### config.mk
export PLATFORM = sky130hd
export DESIGN_NAME = vita_ctx_pkt_decoder
export DESIGN_NICKNAME = d
export VERILOG_FILES = /design/src/rtl/vita_ctx_pkt_decoder.sv
export SDC_FILE = /design/constraint.sdc
export NUM_CORES = 1
export LEC_CHECK = 0
export CORE_ASPECT_RATIO = 0.8
export CORE_MARGIN = 8
export CORE_UTILIZATION = 55
export CTS_CLUSTER_SIZE = 12
export DETAILED_ROUTE_END_ITERATION = 10
export DONT_BUFFER_PORTS = 1
export GPL_TIMING_DRIVEN = 0
export PLACE_DENSITY = 0.67
export SYNTH_ARGS = -nofsm -noshare
export SYNTH_HDL_FRONTEND = slang
export SYNTH_SLANG_ARGS = --single-unit
### constraint.sdc
create_clock -name clk -period 4.65 [get_ports clk]
set_input_delay 0.93 -clock clk [delete_from_list [all_inputs] [get_ports clk]]
set_output_delay 0.93 -clock clk [all_outputs]
set_load 0.1 [all_outputs]
### src/rtl/vita_ctx_pkt_decoder.sv
// vita_ctx_pkt_decoder: receives VITA context packets from a fifo36 stream, validates them,
// strobes out the decoded fields and tracks TX credits from flow-control updates.
// Optional build macro: VITA_CTX_SID_FILTER_EN enables the stream ID filter (sid_err).
module vita_ctx_pkt_decoder #(
    parameter int unsigned PROT_ENG_FLAGS = 0,
    parameter logic [11:0] MAX_INFLIGHT   = 12'd8
) (
    input  logic        clk,
    input  logic        reset_n,
    input  logic        clear,
    input  logic [35:0] data_i,
    input  logic        src_rdy_i,
    output logic        dst_rdy_o,
    input  logic [31:0] expected_sid,
    input  logic        pkt_sent,
    output logic        msg_stb,
    output logic        flow_stb,
    output logic [31:0] streamid,
    output logic [31:0] message,
    output logic [31:0] seqnum,
    output logic [63:0] vita_time,
    output logic        fmt_err,
    output logic        sid_err,
    output logic [11:0] in_flight,
    output logic        can_send
);

    // State names the last word consumed; StSeq is the cycle after a completed packet.
    typedef enum logic [3:0] {
        StIdle, StFlags, StHdr, StSid, StThi, StTlo, StMsg, StSeq, StDrain
    } state_e;

    state_e      state_q, state_d;
    logic        dst_rdy_q;
    logic [31:0] sid_sh_q, sid_sh_d, thi_sh_q, thi_sh_d;
    logic [31:0] tlo_sh_q, tlo_sh_d, msg_sh_q, msg_sh_d;
    logic [31:0] streamid_q, message_q, seqnum_q;
    logic [63:0] vita_time_q;
    logic        msg_stb_q, flow_stb_q, fmt_err_q, sid_err_q;
    logic        fmt_err_d, commit, take_hdr, sid_match, upd_fields;
    logic [11:0] sent_q, sent_d, cons_q, cons_d, in_flight_q, in_flight_d;
    logic        can_send_q;
    logic        accept, sof, eof, hdr_ok;

    assign accept = src_rdy_i & dst_rdy_q;
    assign sof    = data_i[32];
    assign eof    = data_i[33];
    assign hdr_ok = ((data_i[31:28] == 4'h4) || (data_i[31:28] == 4'h5)) &&
                    (data_i[15:0] == 16'd6);

`ifdef VITA_CTX_SID_FILTER_EN
    assign sid_match = (sid_sh_q == expected_sid);
`else
    logic unused_expected_sid;
    assign unused_expected_sid = ^expected_sid;
    assign sid_match = 1'b1;
`endif

    assign upd_fields = commit & sid_match;

    // Parser next-state, shadow capture and error detection.
    always_comb begin
        state_d   = state_q;
        sid_sh_d  = sid_sh_q;
        thi_sh_d  = thi_sh_q;
        tlo_sh_d  = tlo_sh_q;
        msg_sh_d  = msg_sh_q;
        fmt_err_d = 1'b0;
        commit    = 1'b0;
        take_hdr  = 1'b0;
        if (accept) begin
            unique case (state_q)
                StIdle, StSeq: begin
                    state_d = StIdle;
                    if (sof) begin
                        if (PROT_ENG_FLAGS != 0) begin
                            if (eof) fmt_err_d = 1'b1;
                            else     state_d   = StFlags;
                        end else begin
                            take_hdr = 1'b1;
                        end
                    end
                end
                StDrain: begin
                    if (eof) state_d = StIdle;
                end
                default: begin
                    if (sof) begin
                        // A new packet cut into this one: report it and restart on this word.
                        fmt_err_d = 1'b1;
                        take_hdr  = 1'b1;
                    end else if (eof && (state_q != StMsg)) begin
                        fmt_err_d = 1'b1;
                        state_d   = StIdle;
                    end else begin
                        unique case (state_q)
                            StFlags: take_hdr = 1'b1;
                            StHdr: begin
                                sid_sh_d = data_i[31:0];
                                state_d  = StSid;
                            end
                            StSid: begin
                                thi_sh_d = data_i[31:0];
                                state_d  = StThi;
                            end
                            StThi: begin
                                tlo_sh_d = data_i[31:0];
                                state_d  = StTlo;
                            end
                            StTlo: begin
                                msg_sh_d = data_i[31:0];
                                state_d  = StMsg;
                            end
                            StMsg: begin
                                if (eof) begin
                                    commit  = 1'b1;
                                    state_d = StSeq;
                                end else begin
                                    fmt_err_d = 1'b1;
                                    state_d   = StDrain;
                                end
                            end
                            default: state_d = StIdle;
                        endcase
                    end
                end
            endcase
            if (take_hdr) begin
                if (!hdr_ok || eof) begin
                    fmt_err_d = 1'b1;
                    state_d   = eof ? StIdle : StDrain;
                end else begin
                    state_d = StHdr;
                end
            end
        end else if (state_q == StSeq) begin
            state_d = StIdle;
        end
        if (clear) begin
            state_d   = StIdle;
            fmt_err_d = 1'b0;
            commit    = 1'b0;
        end
    end

    // Credit counters; clear wins over pkt_sent and flow updates.
    always_comb begin
        sent_d = sent_q;
        cons_d = cons_q;
        if (clear) begin
            sent_d = '0;
            cons_d = '0;
        end else begin
            if (pkt_sent)   sent_d = sent_q + 12'd1;
            if (flow_stb_q) cons_d = seqnum_q[11:0];
        end
        in_flight_d = sent_d - cons_d;
    end

    // Parser state, shadow fields and ready flag.
    always_ff @(posedge clk or negedge reset_n) begin
        if (!reset_n) begin
            state_q   <= StIdle;
            dst_rdy_q <= 1'b0;
            sid_sh_q  <= '0;
            thi_sh_q  <= '0;
            tlo_sh_q  <= '0;
            msg_sh_q  <= '0;
        end else begin
            state_q   <= state_d;
            dst_rdy_q <= 1'b1;
            sid_sh_q  <= sid_sh_d;
            thi_sh_q  <= thi_sh_d;
            tlo_sh_q  <= tlo_sh_d;
            msg_sh_q  <= msg_sh_d;
        end
    end

    // Output fields and one-cycle strobes.
    always_ff @(posedge clk or negedge reset_n) begin
        if (!reset_n) begin
            streamid_q  <= '0;
            message_q   <= '0;
            seqnum_q    <= '0;
            vita_time_q <= '0;
            msg_stb_q   <= 1'b0;
            flow_stb_q  <= 1'b0;
            fmt_err_q   <= 1'b0;
            sid_err_q   <= 1'b0;
        end else begin
            msg_stb_q  <= upd_fields & (msg_sh_q != 32'd0);
            flow_stb_q <= upd_fields & (msg_sh_q == 32'd0);
            fmt_err_q  <= fmt_err_d;
            sid_err_q  <= commit & ~sid_match;
            if (upd_fields) begin
                streamid_q  <= sid_sh_q;
                message_q   <= msg_sh_q;
                seqnum_q    <= data_i[31:0];
                vita_time_q <= {thi_sh_q, tlo_sh_q};
            end
        end
    end

    // Credit tracker registers.
    always_ff @(posedge clk or negedge reset_n) begin
        if (!reset_n) begin
            sent_q      <= '0;
            cons_q      <= '0;
            in_flight_q <= '0;
            can_send_q  <= 1'b1;
        end else begin
            sent_q      <= sent_d;
            cons_q      <= cons_d;
            in_flight_q <= in_flight_d;
            can_send_q  <= (in_flight_d < MAX_INFLIGHT);
        end
    end

    assign dst_rdy_o = dst_rdy_q;
    assign msg_stb   = msg_stb_q;
    assign flow_stb  = flow_stb_q;
    assign streamid  = streamid_q;
    assign message   = message_q;
    assign seqnum    = seqnum_q;
    assign vita_time = vita_time_q;
    assign fmt_err   = fmt_err_q;
    assign sid_err   = sid_err_q;
    assign in_flight = in_flight_q;
    assign can_send  = can_send_q;

endmodule

==> qor.csv <==
metric,value,unit
clockRootBuffer,clkbuf_16,
grt_start_max_net_pins,334,
via_per_inst,5.82,
fin_cells,1255,
synthesis.area,0.0134,mm²
place_area,0.0138,mm²
grt_pass1_vias,7904,
slew_violations,0,
switching_share,21.0,%
status,"complete, no violations",
fin_crit_sh,91.8,%
cp-end-kind,register,
cts.path.max_buffers,3,
drc,0,
r2r_slack,380,ps
rsz0062_at_grt,no,
yosys_warnings,0,
syn_area_per_cell,15.1,µm²
cp.arrival,4670,ps
post_cts_buffers,0,
start_util,55.4,%
place.gp.congestion,0.952,
p_switching,1.15,mW
powerDensity,372,mW/mm²
post-place-ws,19.6,ps
synth_flop_cell,dfrtp_1,
slew_headroom,8.70,%
cts_sinks,333,
min_period,4270,ps
ctsHtreeMaxLevel,2,
cts_tree,done,
critPathMaxFanout,10,
clk_pin_slew_worst_paths,60,ps
final.setup.tns,0,ps
worstHoldPathType,in -> async,
drive_above_1_share,40.0,%
drv_cap,0,
reg2regPathDepth,13,
postCtsHoldBufs,0,
numCtsBuffers,34,
required,5050,ps
drtAntennaViolNets,0,
final_core_util,61.0,%
setup_slack,381,ps
fin_nets,1013,
dp_hpwl,22.1,mm
yosys_register_bits,333,
fp-row-count,51,
overflow,0,
hold_viol_final,0,
die_x,190,µm
p_clk_share,44.0,%
start_kind,register,
async_reset_ff_share,100,%
die_area,0.0296,mm²
placed_cells,1205,
drt_pre_antenna_iters,4,
netlist_instances,887,
ir_drop,231,µV
worstSkewPairLatency,490,ps
vias,7305,
ios,251,
area_delta_synth_final,10.1,%
core-area,0.0241,mm²
r2r_end,can_send,
timing_worst_setup_path_type,reg -> reg,
die_height,155,µm
first_iter_violations,453,
io_buffers,0,
p_leak,7.58,nW
seq_power_share,55.0,%
synth_edf_count,0,
setup_viol,0,
synth_cell_types,58,
wirelength,31.1,mm
cts_resized,0,
antennaDiodeCount,0,
fmax,0.234,GHz
r2r_start,flow_stb,
seq_area_frac_synth,62.4,%
comb_power_share,1.0,%
grtUsageTotal,21.0,%
tightest_slew,1360,ps
grt_pass1_wl,48.3,mm
design_area,0.0147,mm²
antenna_found_initial,0,
synth.net_count,977,
skew,8.49,ps
routedWlPerCell,24.8,µm
power.internal,4.32,mW
-- Yosys cell counts (5+ instances only) --
| library cell | instances | share of area, % |
|---|---|---|
| mux2_1 | 5 | 0.42 |
| ha_1 | 16 | 1.5 |
| nand2_1 | 16 | 0.45 |
| nor2_1 | 30 | 0.84 |
| xnor2_1 | 8 | 0.52 |
| nor4_1 | 11 | 0.52 |
| buf_2 | 28 | 1.0 |
| a21oi_1 | 9 | 0.34 |
| mux2i_1 | 17 | 1.3 |
| or2_2 | 10 | 0.47 |
| buf_4 | 6 | 0.34 |
| clkbuf_1 | 6 | 0.17 |
| nand4_1 | 6 | 0.28 |
| xor2_1 | 13 | 0.85 |
| mux2_2 | 283 | 24 |
| dfrtp_1 | 332 | 62 |
| nand3_1 | 9 | 0.34 |
| o21ai_0 | 5 | 0.19 |
| inv_1 | 19 | 0.53 |
-- power groups by stage --
stage	registers [mW]	logic (mW)	clock network, mW
after floorplan	3.06	0.0425	0
after global placement	3.06	0.0528	0
after detailed placement	3.06	0.0539	0
after CTS	3.01	0.0545	2.48
after global routing	3.01	0.0600	2.58
final	3.01	0.0547	2.41
-- how the worst max path moves through the flow --
stage	cells past startpoint	end	start	slack, ps
floorplan	12	can_send	clear	830
global placement	12	can_send	clear	9
detailed placement	12	can_send	clear	20
CTS	13	can_send	flow_stb	370
global route	13	can_send	flow_stb	160
finish	13	can_send	flow_stb	380
-- flip-flops by register name, indices dropped and copies added (netlist names) --
name,cells
in_flight,12
can_send,1
fmt_err,1
tlo_sh_q,32
streamid,32
msg_stb,1
msg_sh_q,32
dst_rdy_o,1
state_q,4
cons_q,12
sent_q,12
seqnum,32
thi_sh_q,32
message,32
flow_stb,1
sid_sh_q,32
vita_time,64
-- metal layers --
metal	part of all wire (%)	track usage [%]	up-vias	routed length (µm)
li1	-	-	3195	-
met1	43	27.8	3844	13300
met2	46	32.3	224	14200
met3	9.6	8.14	42	2990
met4	2.0	5.42	0	623
met5	0	0	-	0
-- cell type report --
class	instances	area, µm²
Multi-Input combinational cell	494	4740
Buffer	41	211
Inverter	19	71.3
Clock inverter	3	18.8
Fill cell	1864	9410
Clock buffer	47	931
Tap cell	318	398
Sequential cell	333	8330
-- placed cells by master (no fill, tap or decap), types with 2 or more instances in the layout --
master,count
nand4b_1,2
inv_1,19
ha_1,16
a22o_1,2
mux2i_1,17
nand4_1,6
nor4_2,2
a21o_1,4
o21ai_1,2
nor4_1,11
a21oi_1,9
buf_4,6
o31ai_1,2
nand3_1,9
dfrtp_1,332
a31oi_1,3
nand3b_1,2
xnor3_1,2
nor4bb_1,2
clkinv_2,2
nor2b_1,4
or2_2,10
and3_1,2
nand2_1,16
nor2_1,30
clkbuf_16,35
mux2_2,283
clkbuf_1,17
o21ai_0,5
xor2_1,13
conb_1,2
buf_2,28
mux2_1,5
xnor2_1,8
nand2b_1,2
-- through the flow --
stage          power [mW]  hold slack (ps)
6_report             5.47              139
3_3_place_gp         3.11              462
3_5_place_dp         3.12              471
2_1_floorplan        3.10              452
4_1_cts              5.54              119
5_1_grt              5.65              118
-- kinds of logic after synthesis --
logic type,Yosys count,share of synthesized area (%)
buf+inv,60,2.12
xor+xnor,23,1.71
simple gates,109,4.62
flops,333,62.4
other cells,2,0.0562
fa+ha+maj,18,1.72
compound gates,37,1.85
mux,305,25.5
-- critical path, cell delays in order (launching register included) --
cell and delay [ps]:
dfrtp_1 1040, buf_2 490, mux2i_1 130, nor2_1 170, ha_1 190, inv_1 50
fa_1 420, a211oi_2 240, o21bai_1 160, a21oi_2 190, xnor2_1 100, or4_1 500
or3_1 350, nor4_2 140
Note: power is estimated with default switching activity, not from simulation.
